$ cat config.mk
export PLATFORM = sky130hd
export DESIGN_NAME = column_scheduler
export DESIGN_NICKNAME = d
export VERILOG_FILES = /design/src/rtl/column_scheduler_pkg.sv /design/src/rtl/column_scheduler_col_prio_sel.sv /design/src/rtl/column_scheduler.sv
export SDC_FILE = /design/constraint.sdc
export NUM_CORES = 1
export LEC_CHECK = 0
export ABC_AREA = 1
export CORE_AREA = 8 8 458 460
export CTS_CLUSTER_SIZE = 8
export DETAILED_ROUTE_END_ITERATION = 7
export DIE_AREA = 0 0 466 468
export PLACE_DENSITY = 0.3
export SLEW_MARGIN = 25
export SYNTH_ARGS = -nofsm -noshare
export SYNTH_HDL_FRONTEND = slang
export SYNTH_HIERARCHICAL = 1
export SYNTH_SLANG_ARGS = --single-unit
export TNS_END_PERCENT = 5
$ cat constraint.sdc
create_clock -name user_clk -period 3.8 [get_ports user_clk]
set_clock_uncertainty 0.15 [all_clocks]
set_input_delay 0.57 -clock user_clk [delete_from_list [all_inputs] [get_ports user_clk]]
set_output_delay 0.57 -clock user_clk [all_outputs]
set_load 0.01 [all_outputs]
$ cat src/rtl/column_scheduler_pkg.sv
`default_nettype none
// ============================================================================
// Module   : column_scheduler_pkg
// Brief    : State encoding, info-header field layout and beat-count helper.
// Revision : 1.0
// ============================================================================
package column_scheduler_pkg;

  typedef enum logic [2:0] {
    ST_IDLE = 3'd0,
    ST_SCAN = 3'd1,
    ST_HDR  = 3'd2,
    ST_DATA = 3'd3,
    ST_NEXT = 3'd4,
    ST_DONE = 3'd5
  } sched_state_e;

  localparam int LEN_W      = 16;
  localparam int BEAT_SHIFT = 4;
  localparam int BEAT_CNT_W = LEN_W - BEAT_SHIFT + 1;

  // 16-byte beats, rounding a partial trailing beat up.
  function automatic logic [BEAT_CNT_W-1:0] beat_count(input logic [LEN_W-1:0] len);
    beat_count = {1'b0, len[LEN_W-1:BEAT_SHIFT]}
               + BEAT_CNT_W'(len[BEAT_SHIFT-1:0] != '0);
  endfunction

endpackage : column_scheduler_pkg
`default_nettype wire

$ cat src/rtl/column_scheduler_col_prio_sel.sv
`default_nettype none
// ============================================================================
// Module   : column_scheduler_col_prio_sel
// Brief    : Lowest set mask bit at or above a pointer, as one-hot plus valid.
// Revision : 1.0
// ============================================================================
module column_scheduler_col_prio_sel #(
  parameter int N     = 4,
  parameter int PTR_W = 3
) (
  input  logic [N-1:0]     mask,
  input  logic [PTR_W-1:0] ptr,
  output logic [N-1:0]     onehot,
  output logic             valid
);

  logic [N-1:0] eligible;

  generate
    for (genvar g = 0; g < N; g++) begin : g_elig
      assign eligible[g] = mask[g] && (PTR_W'(g) >= ptr);
    end
  endgenerate

  // Two's-complement trick isolates the lowest set bit.
  assign onehot = eligible & (~eligible + N'(1));
  assign valid  = |eligible;

endmodule : column_scheduler_col_prio_sel
`default_nettype wire

$ cat src/rtl/column_scheduler.sv
`default_nettype none
// ============================================================================
// Module   : column_scheduler
// Brief    : Drains per-column info/data FWFT FIFOs into one engine, in order.
// Revision : 1.0
// ============================================================================
module column_scheduler
  import column_scheduler_pkg::*;
#(
  parameter int TCQ          = 1,
  parameter int DATA_WIDTH   = 128,
  parameter int COL_MAX_SIZE = 4,
  parameter int LEN_LSB      = 112
) (
  input  logic                               user_clk,
  input  logic                               user_rst,
  input  logic                               partition_done,
  output logic                               process_done,
  output logic                               busy,
  input  logic [COL_MAX_SIZE*DATA_WIDTH-1:0] info_fifo_dout,
  input  logic [COL_MAX_SIZE-1:0]            info_fifo_empty,
  output logic [COL_MAX_SIZE-1:0]            info_fifo_rd_en,
  input  logic [COL_MAX_SIZE*DATA_WIDTH-1:0] data_fifo_dout,
  input  logic [COL_MAX_SIZE-1:0]            data_fifo_empty,
  output logic [COL_MAX_SIZE-1:0]            data_fifo_rd_en,
  output logic [DATA_WIDTH-1:0]              eng_tdata,
  output logic                               eng_tvalid,
  input  logic                               eng_tready,
  output logic                               eng_tlast,
  output logic [COL_MAX_SIZE-1:0]            eng_col
);

  localparam int IDX_W = (COL_MAX_SIZE > 1) ? $clog2(COL_MAX_SIZE) : 1;
  localparam int PTR_W = $clog2(COL_MAX_SIZE + 1);

  sched_state_e            state_q, state_d;
  logic [COL_MAX_SIZE-1:0] mask_q, mask_d;
  logic [PTR_W-1:0]        ptr_q, ptr_d;
  logic [IDX_W-1:0]        col_q, col_d;
  logic [BEAT_CNT_W-1:0]   count_q, count_d;
  logic                    busy_q, busy_d;
  logic                    done_q, done_d;

  logic [COL_MAX_SIZE-1:0] sel_onehot;
  logic                    sel_valid;
  logic [IDX_W-1:0]        sel_idx;
  logic [DATA_WIDTH-1:0]   info_head;
  logic [DATA_WIDTH-1:0]   data_head;
  logic [BEAT_CNT_W-1:0]   hdr_beats;
  logic                    unused_bits;

  column_scheduler_col_prio_sel #(
    .N     (COL_MAX_SIZE),
    .PTR_W (PTR_W)
  ) u_col_prio_sel (
    .mask   (mask_q),
    .ptr    (ptr_q),
    .onehot (sel_onehot),
    .valid  (sel_valid)
  );

  always_comb begin
    sel_idx   = '0;
    info_head = '0;
    data_head = '0;
    for (int i = 0; i < COL_MAX_SIZE; i++) begin
      if (sel_onehot[i]) sel_idx = IDX_W'(i);
      if (IDX_W'(i) == col_q) begin
        info_head = info_fifo_dout[i*DATA_WIDTH +: DATA_WIDTH];
        data_head = data_fifo_dout[i*DATA_WIDTH +: DATA_WIDTH];
      end
    end
  end

  assign hdr_beats   = beat_count(info_head[LEN_LSB +: LEN_W]);
  // Only the length field of the info head is consumed.
  assign unused_bits = ^{info_head, 32'(TCQ)};

  always_comb begin
    state_d         = state_q;
    mask_d          = mask_q;
    ptr_d           = ptr_q;
    col_d           = col_q;
    count_d         = count_q;
    busy_d          = busy_q;
    done_d          = 1'b0;
    info_fifo_rd_en = '0;
    data_fifo_rd_en = '0;
    eng_tdata       = '0;
    eng_tvalid      = 1'b0;
    eng_tlast       = 1'b0;
    eng_col         = '0;

    case (state_q)
      ST_IDLE: begin
        if (partition_done) begin
          mask_d  = ~info_fifo_empty;
          ptr_d   = '0;
          busy_d  = 1'b1;
          state_d = ST_SCAN;
        end
      end
      ST_SCAN: begin
        if (sel_valid) begin
          col_d   = sel_idx;
          state_d = ST_HDR;
        end else begin
          state_d = ST_DONE;
        end
      end
      ST_HDR: begin
        if (!info_fifo_empty[col_q]) begin
          info_fifo_rd_en[col_q] = 1'b1;
          count_d                = hdr_beats;
          state_d                = (hdr_beats == '0) ? ST_NEXT : ST_DATA;
        end
      end
      ST_DATA: begin
        eng_col[col_q] = 1'b1;
        eng_tdata      = data_head;
        eng_tvalid     = !data_fifo_empty[col_q];
        eng_tlast      = eng_tvalid && (count_q == BEAT_CNT_W'(1));
        if (eng_tvalid && eng_tready) begin
          data_fifo_rd_en[col_q] = 1'b1;
          count_d                = count_q - BEAT_CNT_W'(1);
          if (count_q == BEAT_CNT_W'(1)) state_d = ST_NEXT;
        end
      end
      ST_NEXT: begin
        mask_d[col_q] = 1'b0;
        ptr_d         = PTR_W'(col_q) + PTR_W'(1);
        state_d       = ST_SCAN;
      end
      ST_DONE: begin
        // Registered so busy falls on the same edge process_done rises.
        done_d  = 1'b1;
        busy_d  = 1'b0;
        state_d = ST_IDLE;
      end
      default: state_d = ST_IDLE;
    endcase
  end

  always_ff @(posedge user_clk or negedge user_rst) begin
    if (!user_rst) begin
      state_q <= ST_IDLE;
      mask_q  <= '0;
      ptr_q   <= '0;
      col_q   <= '0;
      count_q <= '0;
      busy_q  <= 1'b0;
      done_q  <= 1'b0;
    end else begin
      state_q <= state_d;
      mask_q  <= mask_d;
      ptr_q   <= ptr_d;
      col_q   <= col_d;
      count_q <= count_d;
      busy_q  <= busy_d;
      done_q  <= done_d;
    end
  end

  assign busy         = busy_q;
  assign process_done = done_q;

endmodule : column_scheduler
`default_nettype wire
==> results of run 1 <==
cells in the final DEF, fill, tap and decap left out, types with 3 or more instances in the layout:
cell               n
ha_1               3
a22oi_2            6
o21ai_1           14
nand4_1            6
buf_4            150
nand2_1          242
dfrtp_1           25
nor2_1            58
o211ai_1           4
buf_12            54
o21ai_0          274
nand3_1           20
ha_2               3
o22ai_1            5
a22oi_1          123
clkbuf_16          4
nor2_4             4
diode_2           22
dlymetal6s2s_1     5
a21oi_1          148
a22o_1             3
buf_6              8
nand2_2           14
nand3_2            8
inv_1             47
nor3_1             9
xor2_1             8
inv_2              4
nor2_2             9
clkdlybuf4s50_1  675
layer usage:
layer	vias to the layer above	GRT usage
li1	5785	-
met1	5581	0.113
met2	658	0.167
met3	179	0.0293
met4	44	0.0194
met5	-	0
final cells by class:
class / count / area (um2)
clock buffers: 3 / 75.1
clock inverters: 1 / 5.00
fillers: 23800 / 184000
flip-flops and latches: 27 / 678
well taps: 2688 / 3360
inverters: 53 / 214
diodes: 22 / 55.1
multi-input cells: 984 / 5260
repair buffers: 896 / 9180
repair_timing:
action                                  CTS  global route
cloned                                    0             1
endpoints found under the setup margin   57            56
resized for setup                        23            33
pin swaps                                 0             1
stage by stage:
step / area, um2 / setup TNS (ns)
3_3_place_gp: 18500 / -1.37
2_1_floorplan: 6480 / 0
5_1_grt: 18800 / -0.153
4_1_cts: 18600 / -0.129
3_5_place_dp: 18500 / -1.10
6_report: 18800 / 0
critical path: stages (launching register included):
cell,delay [ns]
dfrtp_2,0.43
buf_4,0.17
ha_4,0.20
buf_4,0.15
buf_12,0.15
buf_12,0.20
a22oi_1,0.35
nand2_1,0.17
buf_12,0.17
o21ai_0,0.06
a21oi_1,0.08
clkdlybuf4s50_1,0.49
how the worst min path moves through the flow:
stage | endpoint | slack (ns) | cells after the start
6_report | count_q[0] | 0.21 | 1
5_1_grt | count_q[0] | 0.26 | 1
4_1_cts | count_q[10] | 0.25 | 1
3_5_place_dp | ptr_q[2] | 0.37 | 2
3_3_place_gp | ptr_q[2] | 0.36 | 2
2_1_floorplan | busy | 0.12 | 0
registers in the layout, summed over array words and instances (netlist names):
| name | cells |
|---|---|
| count_q | 13 |
| mask_q | 4 |
| ptr_q | 3 |
| state_q | 3 |
| col_q | 2 |
| busy | 1 |
| process_done | 1 |
power groups by stage:
stage	registers, mW	logic (mW)	clock network [mW]
after detailed placement	0.533	10.3	0
final	0.533	10.1	0.259
after global placement	0.536	10.4	0
after global routing	0.553	11.2	0.277
after CTS	0.531	10.4	0.271
after floorplan	0.513	3.89	0
==> results.json, run 1 <==
{
  "outcome": "complete, no violations",
  "sw_frac_of_total": 0.574,
  "place_ws_ns": -0.392,
  "die_y_um": 468,
  "clk_pin_slew_ns": 0.08,
  "synth_nets": 2221,
  "clkSinkCount": 27,
  "clkPwrFrac": 0.024,
  "max-vdd-ir-drop_mv": 0.158,
  "fin_crit_ns": 3.70,
  "htreeDepth": 1,
  "seqPwrFrac": 0.049,
  "combPwrFrac": 0.927,
  "crit_type": "reg -> out",
  "syn_inst": 1177,
  "first_global_vias": 12400,
  "fp.dieW_um": 466,
  "powerDensity_mw_per_mm2": 580,
  "netlist_area_mm2": 0.00648,
  "hold_buffers": 0,
  "drtIter0Drc": 689,
  "met1_length_um": 44800,
  "grt_antenna_before_repair": 116,
  "r2r_slack_ns": 0.32,
  "routed.top_layer": "met5",
  "route.met3.wl_um": 8790,
  "cp-start-kind": "register",
  "dieArea_mm2": 0.218,
  "gp_congestion": 0.859,
  "finalHoldViolCount": 0,
  "syn_avg_cell_area_um2": 5.51,
  "r2r_cells": 22,
  "postRouteAntennaNets": 0,
  "cts_tree": "built",
  "setup_slack_ns": 0.101,
  "reg2reg_to": "state_q[0]",
  "track_usage": 0.0945,
  "min_path_type": "in -> async",
  "grt_pass1_wl_um": 135000,
  "grt.overflow.total": 0,
  "slew_headroom": 0.463,
  "worst_slew_pin_slew_ns": 0.797,
  "yosysWarnings": 6,
  "rows": 166,
  "syn2layout_area_growth_pct": 190,
  "ctsLongestPathBuffers": 2,
  "drc": 0,
  "cp-end-kind": "output port",
  "io_pins": 1180,
  "initial_core_util": 0.0320,
  "maxSlewViolCount": 0,
  "cp.required_ns": 3.08,
  "cellLeakagePower_nw": 6.59,
  "core_area_mm2": 0.203,
  "fmax_mhz": 270,
  "routed-wl-met2_um": 54300,
  "cp_data_arrival_time_ns": 2.98,
  "nets": 3009,
  "wirelength_um": 111000,
  "cap_violations": 0,
  "vias": 12200,
  "dr.pass1.iters": 5,
  "wire_per_inst_um": 23.7,
  "drive_gt1_frac": 0.145,
  "total_power_mw": 10.9,
  "rsz0062_at_grt": "yes",
  "vias_per_cell": 2.62,
  "io_buffers": 731,
  "finalCritPeriodShare": 0.973,
  "dp.final_hpwl_um": 100000,
  "setup_viol": 0,
  "p_int_mw": 4.66,
  "critical_path.startpoint": "col_q[0]",
  "crit_path_end": "eng_tdata[107]",
  "cts_buffers": 3,
  "post-cts-setup-buffers": 0,
  "dp_cells": 4647,
  "cp_max_fo": 21,
  "fin_util": 0.0928,
  "whs_ns": 0.205,
  "power_switching_mw": 6.27,
  "root_buffer": "clkbuf_16",
  "clk_latency_ns": 0.27,
  "timing.rr.start": "col_q[0]",
  "grt_max_degree": 82,
  "fin_cells": 4674
}
(Power assumes the default switching activity.)
==> inputs of run 2 (changes only) <==
- CORE_AREA: 8 8 458 460 -> 8 8 449 451
- DIE_AREA: 0 0 466 468 -> 0 0 457 459
- clock period: 3.8 -> 3.96 ns (I/O delays scaled with it)
==> results.json, run 2 (synthesis gave the netlist of run 1 again) <==
{
  "fillCellCount": 22800,
  "setup_slack_ns": 0.0428,
  "setup_viol": 0,
  "seqPwrFrac": 0.050,
  "syn2layout_area_growth_pct": 182,
  "initial_core_util": 0.0334,
  "worst_slew_pin_slew_ns": 1.00,
  "place_area_mm2": 0.0180,
  "min_path_type": "in -> async",
  "fmax_mhz": 255,
  "cp_data_arrival_time_ns": 3.17,
  "track_usage": 0.0968,
  "cts_buffers": 3,
  "place_ws_ns": -0.617,
  "drtIter0Drc": 860,
  "io_buffers": 731,
  "io_pins": 1180,
  "die_y_um": 459,
  "crit_type": "reg -> out",
  "cellLeakagePower_nw": 6.34,
  "whs_ns": 0.230,
  "nets": 2995,
  "finalCritPeriodShare": 0.989,
  "cp-start-kind": "register",
  "vias_per_cell": 2.72,
  "slowest_stage": "o21ai_0",
  "rsz0062_at_grt": "yes",
  "max-vdd-ir-drop_mv": 0.210,
  "wire_per_inst_um": 24.0,
  "clkPwrFrac": 0.025,
  "grt.overflow.total": 0,
  "root_buffer": "clkbuf_16",
  "gp_congestion": 0.856,
  "cts_tree": "built",
  "powerDensity_mw_per_mm2": 552,
  "ctsLongestPathBuffers": 2,
  "clkSinkCount": 27,
  "dp.final_hpwl_um": 98900,
  "dieArea_mm2": 0.210,
  "cap_violations": 0,
  "post-cts-setup-buffers": 0,
  "power_switching_mw": 5.89,
  "reg.largest.list": "count_q (13), mask_q (4)",
  "crit_top_cell": "buf_4",
  "largest_register": "count_q",
  "clk_latency_ns": 0.27,
  "drive_gt1_frac": 0.127,
  "outcome": "complete, no violations",
  "fp.dieW_um": 457,
  "clk_pin_slew_ns": 0.08,
  "tns_ns": 0,
  "p_int_mw": 4.20,
  "vias": 12300,
  "finalHoldViolCount": 0,
  "first_global_vias": 12200,
  "path_cells": "inv_1, buf_4, ha_2, buf_4, inv_8, buf_16, o21ai_0, a21oi_1, buf_4, clkdlybuf4s50_1",
  "core_area_mm2": 0.194,
  "cp_max_fo": 47,
  "finalInstanceArea_mm2": 0.0183,
  "largest_reg_flops": 13,
  "cp-end-kind": "output port",
  "wirelength_um": 109000,
  "layout_commonest_cell": "clkdlybuf4s50_1",
  "grt_antenna_before_repair": 136,
  "dr.pass1.iters": 5,
  "slew_headroom": 0.326,
  "combPwrFrac": 0.925,
  "drc": 0,
  "grt_max_degree": 82,
  "htreeDepth": 1,
  "cp.required_ns": 3.22,
  "fin_crit_ns": 3.92,
  "grt_pass1_wl_um": 135000,
  "sw_frac_of_total": 0.584,
  "rows": 162,
  "layout_common_cells": "clkdlybuf4s50_1 (697), o21ai_0 (278), nand2_1 (243), a21oi_1 (147), buf_4 (143)",
  "maxSlewViolCount": 0,
  "postRouteAntennaNets": 0,
  "slowest_delay_ns": 0.62
}
run 2: cell types whose count changed in the layout (fill, tap and decap cells not counted), sizes merged:
cell and change:
buf -32, clkinv -1, dlygate4sd2 -1, clkdlybuf4s50 +22, dlymetal6s2s -2, diode -1
run 2: cell type report:
class / instances / area, um2 / share of cell area
Timing Repair Buffer: 882 / 8810 / 0.483
Tap cell: 2542 / 3180 / 0.174
Inverter: 53 / 214 / 0.0117
Antenna cell: 21 / 52.6 / 0.00288
Sequential cell: 27 / 676 / 0.0370
Clock buffer: 4 / 78.8 / 0.00432
Multi-Input combinational cell: 984 / 5250 / 0.287
run 2: metrics by stage:
stage / std cells / total power [mW] / utilization
global route: 4493 / 11.1 / 0.0938
detailed placement: 4488 / 10.1 / 0.0927
finish: 4513 / 10.1 / 0.0940
floorplan: 1177 / 4.22 / -
global placement: 4488 / 10.1 / 0.0927
CTS: 4492 / 10.4 / 0.0934
run 2: worst paths after layout:
check                           startpoint            end  slack (ns)  cells after the start
worst max-delay path              col_q[0]  eng_tdata[87]        0.04                     10
worst min register to register   mask_q[0]      mask_q[0]        0.40                      2
max in group asynchronous         user_rst      mask_q[1]        2.93                      1
worst max register to register    col_q[1]     state_q[0]        0.52                     22
worst min-delay path              user_rst     count_q[0]        0.23                      1
min in group user_clk            mask_q[0]      mask_q[0]        0.40                      2
run 2: power by group through the flow:
stage / registers [mW] / logic (mW) / clock network (mW)
floorplan: 0.492 / 3.73 / 0
global placement: 0.511 / 9.61 / 0
detailed placement: 0.509 / 9.55 / 0
CTS: 0.507 / 9.65 / 0.263
global route: 0.526 / 10.3 / 0.274
finish: 0.508 / 9.33 / 0.250
run 2: worst max-delay path, delay by kind of cell (launching register included):
family                   cells  cell delay (ns)
buffers and inverters        7             1.41
flip-flops                   1             0.41
adder cells (fa/ha/maj)      1             0.24
AO/OA/AOI/OAI                2             0.77
run 2: what timing repair did:
item	CTS	global route
hold buffers	0	0
endpoints found under the setup margin	23	48
resized for setup	19	20
endpoints found under the hold margin	0	0
pin swaps	0	5
run 2: per-layer routing:
metal,global-route usage,share of wire
met5,0,0.0032
met4,0.00282,0.013
met3,0.0332,0.085
met2,0.185,0.52
met1,0.109,0.38
